### config.mk
export PLATFORM = sky130hd
export DESIGN_NAME = permute_sched
export DESIGN_NICKNAME = d
export VERILOG_FILES = /design/src/rtl/permute_sched.sv
export SDC_FILE = /design/constraint.sdc
export NUM_CORES = 1
export LEC_CHECK = 0
export ABC_CLOCK_PERIOD_IN_PS = 3900
export BUFFER_PORTS_ARGS = -buffer_cell sky130_fd_sc_hd__buf_2
export CORE_MARGIN = 10
export CORE_UTILIZATION = 45
export DETAILED_ROUTE_END_ITERATION = 7
export GPL_TIMING_DRIVEN = 1
export PLACE_DENSITY_LB_ADDON = 0.2
export SETUP_SLACK_MARGIN = 0.15
export SLEW_MARGIN = 20
export SYNTH_ARGS = -nofsm -noshare
export SYNTH_HDL_FRONTEND = slang
export SYNTH_SLANG_ARGS = --single-unit
### constraint.sdc
create_clock -name clk -period 3.9 [get_ports clk]
set_input_delay 0.78 -clock clk [delete_from_list [all_inputs] [get_ports clk]]
set_output_delay 0.78 -clock clk [all_outputs]
set_load 0.02 [all_outputs]
### src/rtl/permute_sched.sv
// Lane-to-bank select sequencer for the scatter network: one bijective select beat per group/stage.
// Optional PERM_GATHER_EN adds gath_bus carrying the inverse permutation.
module permute_sched #(
  parameter int unsigned N      = 8,
  parameter int unsigned SELW   = 3,
  parameter int unsigned GROUPS = 4,
  parameter int unsigned STAGES = 3,
  localparam int unsigned BUSW  = N * SELW,
  localparam int unsigned STW   = (STAGES > 1) ? $clog2(STAGES) : 1,
  localparam int unsigned GRW   = (GROUPS > 1) ? $clog2(GROUPS) : 1
) (
  input  logic            clk,
  input  logic            rst,
  input  logic            start,
  input  logic            out_ready,
  output logic            busy,
  output logic            out_valid,
  output logic [BUSW-1:0] sel_bus,
  output logic [STW-1:0]  stage,
  output logic [GRW-1:0]  grp,
  output logic            last,
  output logic            done
`ifdef PERM_GATHER_EN
  ,
  output logic [BUSW-1:0] gath_bus
`endif
);

  typedef enum logic [1:0] {
    S_IDLE,
    S_RUN,
    S_DONE
  } state_e;

  state_e          state_q, state_d;
  logic            busy_q, busy_d;
  logic            valid_q, valid_d;
  logic            done_q, done_d;
  logic [STW-1:0]  stage_q, stage_d;
  logic [GRW-1:0]  grp_q, grp_d;
  logic [BUSW-1:0] sel_q, sel_d;
  logic            hs;
  logic            grp_wrap;
  logic            at_last;
  logic            load;

  // sel[j] = ((j ^ (1 << (stage mod SELW))) + grp) mod 2**SELW
  function automatic logic [BUSW-1:0] calc_sel(input logic [STW-1:0] s,
                                                input logic [GRW-1:0] g);
    logic [BUSW-1:0] v;
    logic [SELW-1:0] mask;
    int unsigned     sh;
    v    = '0;
    sh   = 32'(s) % SELW;
    mask = SELW'(1) << sh;
    for (int j = 0; j < int'(N); j++) begin
      v[j*SELW +: SELW] = (SELW'(j) ^ mask) + SELW'(g);
    end
    return v;
  endfunction

  assign hs       = valid_q & out_ready;
  assign grp_wrap = (grp_q == GRW'(GROUPS - 1));
  assign at_last  = (stage_q == STW'(STAGES - 1)) && grp_wrap;

  // Next-state and counter advance
  always_comb begin
    state_d = state_q;
    busy_d  = busy_q;
    valid_d = valid_q;
    done_d  = 1'b0;
    stage_d = stage_q;
    grp_d   = grp_q;
    load    = 1'b0;
    sel_d   = sel_q;
    unique case (state_q)
      S_IDLE: begin
        if (start) begin
          state_d = S_RUN;
          busy_d  = 1'b1;
          valid_d = 1'b1;
          stage_d = '0;
          grp_d   = '0;
          load    = 1'b1;
        end
      end
      S_RUN: begin
        if (hs) begin
          if (at_last) begin
            state_d = S_DONE;
            valid_d = 1'b0;
            busy_d  = 1'b0;
            done_d  = 1'b1;
          end else if (grp_wrap) begin
            grp_d   = '0;
            stage_d = stage_q + STW'(1);
            load    = 1'b1;
          end else begin
            grp_d = grp_q + GRW'(1);
            load  = 1'b1;
          end
        end
      end
      S_DONE: begin
        state_d = S_IDLE;
      end
      default: begin
        state_d = S_IDLE;
      end
    endcase
    // Selects only change with the counters so idle outputs stay put
    if (load) begin
      sel_d = calc_sel(stage_d, grp_d);
    end
  end

  always_ff @(posedge clk or posedge rst) begin
    if (rst) begin
      state_q <= S_IDLE;
    end else begin
      state_q <= state_d;
    end
  end

  always_ff @(posedge clk or posedge rst) begin
    if (rst) begin
      busy_q  <= 1'b0;
      valid_q <= 1'b0;
      done_q  <= 1'b0;
      stage_q <= '0;
      grp_q   <= '0;
      sel_q   <= '0;
    end else begin
      busy_q  <= busy_d;
      valid_q <= valid_d;
      done_q  <= done_d;
      stage_q <= stage_d;
      grp_q   <= grp_d;
      sel_q   <= sel_d;
    end
  end

`ifdef PERM_GATHER_EN
  logic [BUSW-1:0] gath_q, gath_d;

  // Inverse permutation: gath[sel[j]] = j
  always_comb begin
    int idx;
    gath_d = gath_q;
    if (load) begin
      gath_d = '0;
      for (int j = 0; j < int'(N); j++) begin
        idx = int'(sel_d[j*SELW +: SELW]);
        gath_d[idx*SELW +: SELW] = SELW'(j);
      end
    end
  end

  always_ff @(posedge clk or posedge rst) begin
    if (rst) begin
      gath_q <= '0;
    end else begin
      gath_q <= gath_d;
    end
  end

  assign gath_bus = gath_q;
`endif

  assign busy      = busy_q;
  assign out_valid = valid_q;
  assign done      = done_q;
  assign stage     = stage_q;
  assign grp       = grp_q;
  assign sel_bus   = sel_q;
  // Gated by valid so the idle/reset value is 0 for any STAGES/GROUPS
  assign last      = valid_q & at_last;

endmodule
==> impl_metrics.tcl, run 1 <==
set metrics [dict create \
    dr.pass1.iters 4 \
    rows 19 \
    rsz0062_at_grt "false" \
    routed_via_density 5.23 \
    report.final.slew_viol_count 0 \
    synthXorXnorAreaFrac 0.0269 \
    setup_viol 0 \
    fin_nets 147 \
    drc 0 \
    postCtsSetupBuffers 0 \
    synth_top_area_frac 0.423 \
    dr.first_iter.drc_count 54 \
    syn_to_final_growth_pct 11.1 \
    cts.hold.buffers_added 0 \
    hold_path_class "reg -> reg" \
    track_usage 0.104 \
    wl_mm 2.68 \
    ys_ff_latch 22 \
    port_buffers 35 \
    htree_levels 1 \
    drive_above_1_share 0.427 \
    clockBufferDepth 2 \
    arrival_ps 3160 \
    criticalPathCategory "in -> reg" \
    netlist_area_um2 1300 \
    avgSynthCellArea_um2 12.4 \
    antenna_cells 0 \
    fin_crit_sh 0.753 \
    synth_cell_types 30 \
    grt_first_pass_wirelength_mm 4.51 \
    fin_skew_ps 2.65 \
    cpMaxStageDelayCell "mux2_2" \
    yosys.area_share.simple 0.0962 \
    fill_cells 262 \
    die_x_um 73.8 \
    fmax_mhz 340 \
    fin_crit_ps 2940 \
    clock-root-buffer "clkbuf_4" \
    cts_tree "yes" \
    cts.clk_slew.worst_paths_ps 120 \
    critPathLaunchType "primary input" \
    slew-limit-headroom 0.432 \
    vias 847 \
    antenna_found_initial 0 \
    worstMarginPinSlew_ps 850 \
    synth_edf_count 0 \
    yosys-mux-area-fraction 0.121 \
    ys.flop_type "dfrtp_1" \
    hold_viol_final 0 \
    overflow 0 \
    numCtsBuffers 3 \
    async_reset_ff_frac 1.00 \
    worstPathRequired_ps 4120 \
    die_h_um 73.8 \
    dieArea_um2 5440 \
    core_um2 2760 \
    cpPeakStageDelay_ps 380 \
    cts_sinks 22 \
    grt_max_degree 23 \
    fin_tns_setup_ps 0 \
    io-pin-count 36 \
    drv_cap 0 \
    reg2regPathDepth 11 \
    path_max_fanout 8 \
    timing.critical_path.to_type "flop" \
    worstHoldPathCells 1 \
    routedWlPerCell_um 16.5 \
    outcome "finished, final reports clean" \
    syn_nets 120 \
    gp_congestion 0.711 \
    synth.most_common_cell "dfrtp_1" \
    yosysTopAreaCell "dfrtp_1" \
    synthTopCellsByCount "dfrtp_1, buf_4, inv_1" \
    synthTopCellsByArea "dfrtp_1, ha_1, buf_4" \
    grt_pass1_vias 939 \
    clock_latency_ps 320 \
    synth_cells 105 \
    synth-seq-area-share 0.423 \
    ff_latch_area_um2 551 \
    cp_cell_sequence "buf_2 > nand4b_4 > nor3b_4 > mux2_2 > ha_1 > inv_1 > ha_1 > inv_1 > fa_1 > xor2_1 > mux2_2" \
    ant_nets 0 \
    hpwl_mm 2.09 \
    start_util 0.471 \
    synth_adder_area_share 0.129 \
    synth_top_family_by_area "adder cells" \
    synth_warnings 0 \
    synth_compound_area_frac 0.0982 \
    cts_resized 0 \
    multi_input_area_um2 613 \
]
==> worst paths after layout <==
check                              endpoint  slack [ps]        start
worst max-delay path            sel_bus[23]         960    out_ready
worst min-delay path            sel_bus[23]         530  sel_bus[23]
worst max register to register  sel_bus[23]         980     stage[0]
worst min register to register  sel_bus[23]         530  sel_bus[23]
min in group asynchronous        sel_bus[2]         610          rst
max in group asynchronous       sel_bus[16]        2780          rst
==> critical path: cells and delay by family <==
| family | cells | cell delay [ps] |
|---|---|---|
| buffers and inverters | 3 | 250 |
| adders and majority gates | 3 | 830 |
| xor gates and xnor gates | 1 | 160 |
| muxes | 2 | 650 |
| and+or+nand+nor | 2 | 490 |
==> per-stage QoR <==
| step | util | hold slack [ps] | setup slack (ps) | cells | cell area, um2 |
|---|---|---|---|---|---|
| after detailed placement | 0.510 | 495 | 602 | 158 | 1410 |
| after floorplan | - | 574 | 883 | 105 | 1300 |
| final | 0.524 | 526 | 962 | 162 | 1440 |
| after global routing | 0.524 | 544 | 780 | 162 | 1440 |
| after CTS | 0.524 | 530 | 937 | 162 | 1440 |
| after global placement | 0.510 | 489 | 663 | 158 | 1410 |
==> cell families after synthesis <==
group / after synthesis
and+or+nand+nor: 15
AOI/OAI and AO/OA: 19
adders and majority gates: 11
muxes: 13
DFF: 22
xor gates and xnor gates: 4
buffers and inverters: 21
==> layout by cell type, fill, tap and decap left out, types with 3 or more instances in the layout <==
| cell | synthesis | layout |
|---|---|---|
| a21oi_1 | 7 | 7 |
| mux2i_1 | 3 | 3 |
| mux2_4 | 4 | 4 |
| a211oi_1 | 5 | 5 |
| nand2_1 | 4 | 4 |
| mux2_2 | 6 | 6 |
| buf_2 | 0 | 35 |
| inv_1 | 8 | 8 |
| o21ai_0 | 3 | 3 |
| fa_1 | 4 | 4 |
| dfrtp_1 | 22 | 22 |
| clkbuf_4 | 0 | 3 |
| xnor2_1 | 3 | 3 |
| ha_1 | 7 | 7 |
==> routing by layer <==
layer  vias to the layer above  share of wire  GRT usage
li1                        406              -          -
met1                       412           0.45      0.124
met2                        24           0.46      0.170
met3                         5          0.073     0.0350
met4                         0          0.016     0.0373
met5                         -              0          0
==> cell type report <==
type | instances | area share
multi-input combinational | 62 | 0.425
timing repair buffer | 35 | 0.121
inverter | 8 | 0.0208
tap | 31 | 0.0269
sequential | 22 | 0.381
clock buffer | 4 | 0.0251
==> sequential cells by signal (all words and copies together) (netlist names) <==
| register | count |
|---|---|
| grp | 2 |
| done | 1 |
| state_q | 2 |
| sel_bus | 14 |
| out_valid | 1 |
| stage | 2 |
Power of run 1 is left out: the tool's default activity adds up to more than one toggle a clock period on the data nets, which glitch-free logic cannot reach.
==> run 2: changes to the inputs <==
- ABC_CLOCK_PERIOD_IN_PS: 3900 -> 2800
- clock period: 3.9 -> 2.8 ns (I/O delays scaled with it)
==> run 2 against run 1 <==
Effect of this change: clock skew is 1.2 ps lower; non-clock buffer count grew 12; via count increased by 3.8%; highest routed layer unchanged.
==> impl_metrics.tcl, run 2 (synthesis results as in run 1) <==
set metrics [dict create \
    io-pin-count 36 \
    cts.clk_slew.worst_paths_ps 130 \
    fin_skew_ps 1.44 \
    arrival_ps 2840 \
    critPathBufInv 2 \
    layout_commonest_cell "buf_2" \
    routed_via_density 5.05 \
    die_x_um 73.8 \
    fmax_mhz 381 \
    slew-limit-headroom 0.425 \
    antenna_cells 0 \
    start_util 0.471 \
    report.final.slew_viol_count 0 \
    numCtsBuffers 3 \
    routedWlPerCell_um 15.2 \
    hpwl_mm 2.07 \
    cts.hold.buffers_added 0 \
    reg2regPathDepth 10 \
    drc 0 \
    grt_max_degree 23 \
    syn_to_final_growth_pct 27.6 \
    path_max_fanout 4 \
    vias 879 \
    clock_latency_ps 310 \
    track_usage 0.0978 \
    ant_nets 0 \
    cts_sinks 22 \
    cts_tree "yes" \
    clock-root-buffer "clkbuf_4" \
    rsz0062_at_grt "true" \
    grt_first_pass_wirelength_mm 4.26 \
    core_um2 2760 \
    cpPeakStageDelay_ps 420 \
    criticalPathCategory "reg -> reg" \
    hold_path_class "in -> async" \
    hold_viol_final 0 \
    largest_reg_flops 14 \
    dieArea_um2 5440 \
    clockBufferDepth 2 \
    grt_pass1_vias 885 \
    setup_viol 0 \
    port_buffers 35 \
    layout_common_cells "buf_2, dfrtp_1, buf_4" \
    r2r_slack_ps 170 \
    cp_cell_sequence "nand4b_4 > nor3b_4 > mux2i_2 > ha_4 > inv_4 > ha_4 > inv_4 > fa_2 > xor2_2 > mux2_4" \
    antenna_found_initial 0 \
    drv_cap 0 \
    rows 19 \
    cp_top_family "adder cells" \
    worstPathRequired_ps 3010 \
    die_h_um 73.8 \
    gp_congestion 0.712 \
    dr.pass1.iters 4 \
    fin_nets 159 \
    critPathLaunchType "flop" \
    timing.critical_path.to_type "flop" \
    cpMaxStageDelayCell "dfrtp_1" \
    timing.rr.end "sel_bus[23]" \
    outcome "finished, final reports clean" \
    overflow 0 \
    worstMarginPinSlew_ps 862 \
    wl_mm 2.65 \
    cp_num_cells 10 \
    r2r-start "state_q[1]" \
    fin_crit_ps 2630 \
    drive_above_1_share 0.629 \
    fin_util 0.602 \
    htree_levels 1 \
    dr.first_iter.drc_count 24 \
    fin_crit_sh 0.939 \
]
[run 2: cell type report]
cell class	instances	area, um2
Sequential cell	22	554
Clock buffer	3	22.5
Clock inverter	1	30.0
Inverter	8	35.0
Timing Repair Buffer	47	265
Multi-Input combinational cell	62	713
Fill cell	231	1100
Tap cell	31	38.8
[run 2: worst max-delay path by stage]
stage / from / endpoint
2_1_floorplan: out_ready / sel_bus[2]
3_5_place_dp: out_ready / sel_bus[2]
4_1_cts: state_q[1] / sel_bus[8]
6_report: state_q[1] / sel_bus[23]
3_3_place_gp: out_ready / sel_bus[5]
5_1_grt: state_q[1] / sel_bus[23]
[run 2: metal layers]
metal	vias to the layer above	global-route usage	wire, um
li1	426	-	-
met1	424	0.118	1190
met2	27	0.159	1230
met3	2	0.0323	205
met4	0	0.0311	20
met5	-	0	0
[run 2: through the flow]
step | setup TNS (ps) | instance area (um2) | setup WS [ps] | std cells | hold slack [ps]
finish | 0 | 1660 | 172 | 174 | 403
global route | 0 | 1660 | 63.0 | 174 | 449
CTS | 0 | 1560 | 159 | 170 | 437
detailed placement | -114 | 1490 | -41.0 | 165 | 493
global placement | -18.0 | 1490 | -9.19 | 165 | 488
floorplan | 0 | 1330 | 114 | 105 | 549
[run 2: repair_timing]
item | in CTS | in global routing
gates resized for setup | 4 | 18
buffers inserted | 1 | 4
endpoints found under the setup margin | 9 | 11
pin swaps | 1 | 6
Power of run 2 is left out for the same reason.
==> run 3: changes to the inputs <==
- CORE_MARGIN: 10 -> 2
- CORE_UTILIZATION: 45 -> 40
- RECOVER_POWER: unset -> 25
==> run 3 against run 2 <==
Effect of this change: critical path type unchanged; global-route usage grew 6.1 points; worst hold slack better by 8.2 ps; non-clock buffer count grew 2; critical endpoint unchanged; register-to-register slack about the same; die area down 32%; routed wire length fell by 0.34%; largest cell class unchanged.
==> impl_metrics.tcl, run 3 (synthesis results as in run 1) <==
set metrics [dict create \
    clock-root-buffer "clkbuf_4" \
    ant_nets 0 \
    grt_max_degree 23 \
    stdcell_area_um2 1690 \
    layout_commonest_cell "buf_2" \
    r2r-start "state_q[1]" \
    dr.first_iter.drc_count 20 \
    numCtsBuffers 3 \
    critPathLaunchType "flop" \
    fin_skew_ps 4.62 \
    grt_pass1_vias 905 \
    drv_cap 0 \
    start_util 0.422 \
    cts_tree "yes" \
    path_max_fanout 3 \
    placed_cell_area_um2 1510 \
    fin_ws_ps 176 \
    reg2regPathDepth 10 \
    layout_common_cells "buf_2, dfrtp_1, buf_4" \
    overflow 0 \
    r2r_slack_ps 180 \
    worstPathRequired_ps 3010 \
    cpPeakStageDelay_ps 410 \
    ff_latch_area_um2 554 \
    routed_via_density 4.79 \
    slew-limit-headroom 0.420 \
    rsz0062_at_grt "true" \
    die_h_um 61.0 \
    routedWlPerCell_um 14.0 \
    wl_mm 2.64 \
    clock_latency_ps 300 \
    largest_reg_flops 14 \
    dr.pass1.iters 4 \
    cpMaxStageDelayCell "dfrtp_1" \
    fmax_mhz 381 \
    hold_path_class "in -> async" \
    htree_levels 1 \
    dieArea_um2 3720 \
    hold_viol_final 0 \
    arrival_ps 2830 \
    port_buffers 35 \
    report.final.slew_viol_count 0 \
    antenna_found_initial 0 \
    cts.clk_slew.worst_paths_ps 130 \
    io-pin-count 36 \
    outcome "finished, final reports clean" \
    multi_input_area_um2 716 \
    cp_cell_sequence "nand4b_4 > nor3b_4 > mux2_4 > ha_4 > inv_2 > ha_4 > inv_2 > fa_2 > xor2_2 > mux2_2" \
    vias 905 \
    grt_first_pass_wirelength_mm 4.27 \
    worstMarginPinSlew_ps 869 \
    fin_crit_sh 0.937 \
    clockBufferDepth 2 \
    antenna_cells 0 \
    core_um2 3080 \
    die_x_um 61.0 \
    track_usage 0.159 \
    cts_sinks 22 \
    gp_congestion 0.769 \
    syn_to_final_growth_pct 30.1 \
    drc 0 \
    drive_above_1_share 0.621 \
    fill_cells 271 \
    hpwl_mm 1.84 \
    timing.rr.end "sel_bus[23]" \
    timing.critical_path.to_type "flop" \
    pre_cts_ws_ps -81.1 \
    rows 20 \
    setup_viol 0 \
    fin_nets 161 \
    fin_crit_ps 2620 \
    criticalPathCategory "reg -> reg" \
]
[run 3: cell count changes in the layout (fill, tap and decap cells not counted), sizes merged]
cell	before	now
buf	47	49
[run 3: worst max path at each step]
stage                        to  startpoint  slack (ps)
floorplan            sel_bus[2]   out_ready         110
global placement     sel_bus[2]   out_ready         -50
detailed placement   sel_bus[2]   out_ready         -80
CTS                  sel_bus[2]    stage[1]         150
global route         sel_bus[5]  state_q[1]          60
finish              sel_bus[23]  state_q[1]         180
[run 3: final cells by class]
class,count,share of cell area
Tap cell,44,0.0325
Inverter,8,0.0178
Clock buffer,3,0.0133
Sequential cell,22,0.328
Timing Repair Buffer,49,0.168
Multi-Input combinational cell,62,0.423
Clock inverter,1,0.0178
[run 3: per-layer routing]
metal  vias to the layer above  part of all wire  wire length, um  GRT usage
met1                       446              0.44             1150      0.208
met5                         -                 0                0          0
met2                        29              0.51             1360      0.273
met3                         2             0.043              113     0.0189
met4                         0            0.0057               15     0.0559
li1                        428                 -                -          -
[run 3: timing repair]
item                       in CTS  in global routing
resized for setup               7                 13
buffers inserted                4                  2
pin swaps                       2                  2
hold buffers                    0                  0
setup endpoints to repair       8                 11
[run 3: worst max-delay path, delay by kind of cell, from the launching register on]
| family | cells | cell delay [ps] |
|---|---|---|
| xor gates and xnor gates | 1 | 160 |
| muxes | 2 | 610 |
| and+or+nand+nor | 2 | 500 |
| DFF | 1 | 410 |
| adders and majority gates | 3 | 730 |
| buffers and inverters | 2 | 110 |
[run 3: metrics by stage]
stage / setup TNS [ps] / utilization / instances / hold slack [ps]
final: 0 / 0.550 / 189 / 412
after global routing: 0 / 0.550 / 189 / 483
after CTS: 0 / 0.527 / 187 / 432
after detailed placement: -231 / 0.491 / 179 / 498
after global placement: -66.4 / 0.491 / 179 / 488
after floorplan: 0 / - / 105 / 549
Power of run 3 is left out for the same reason.
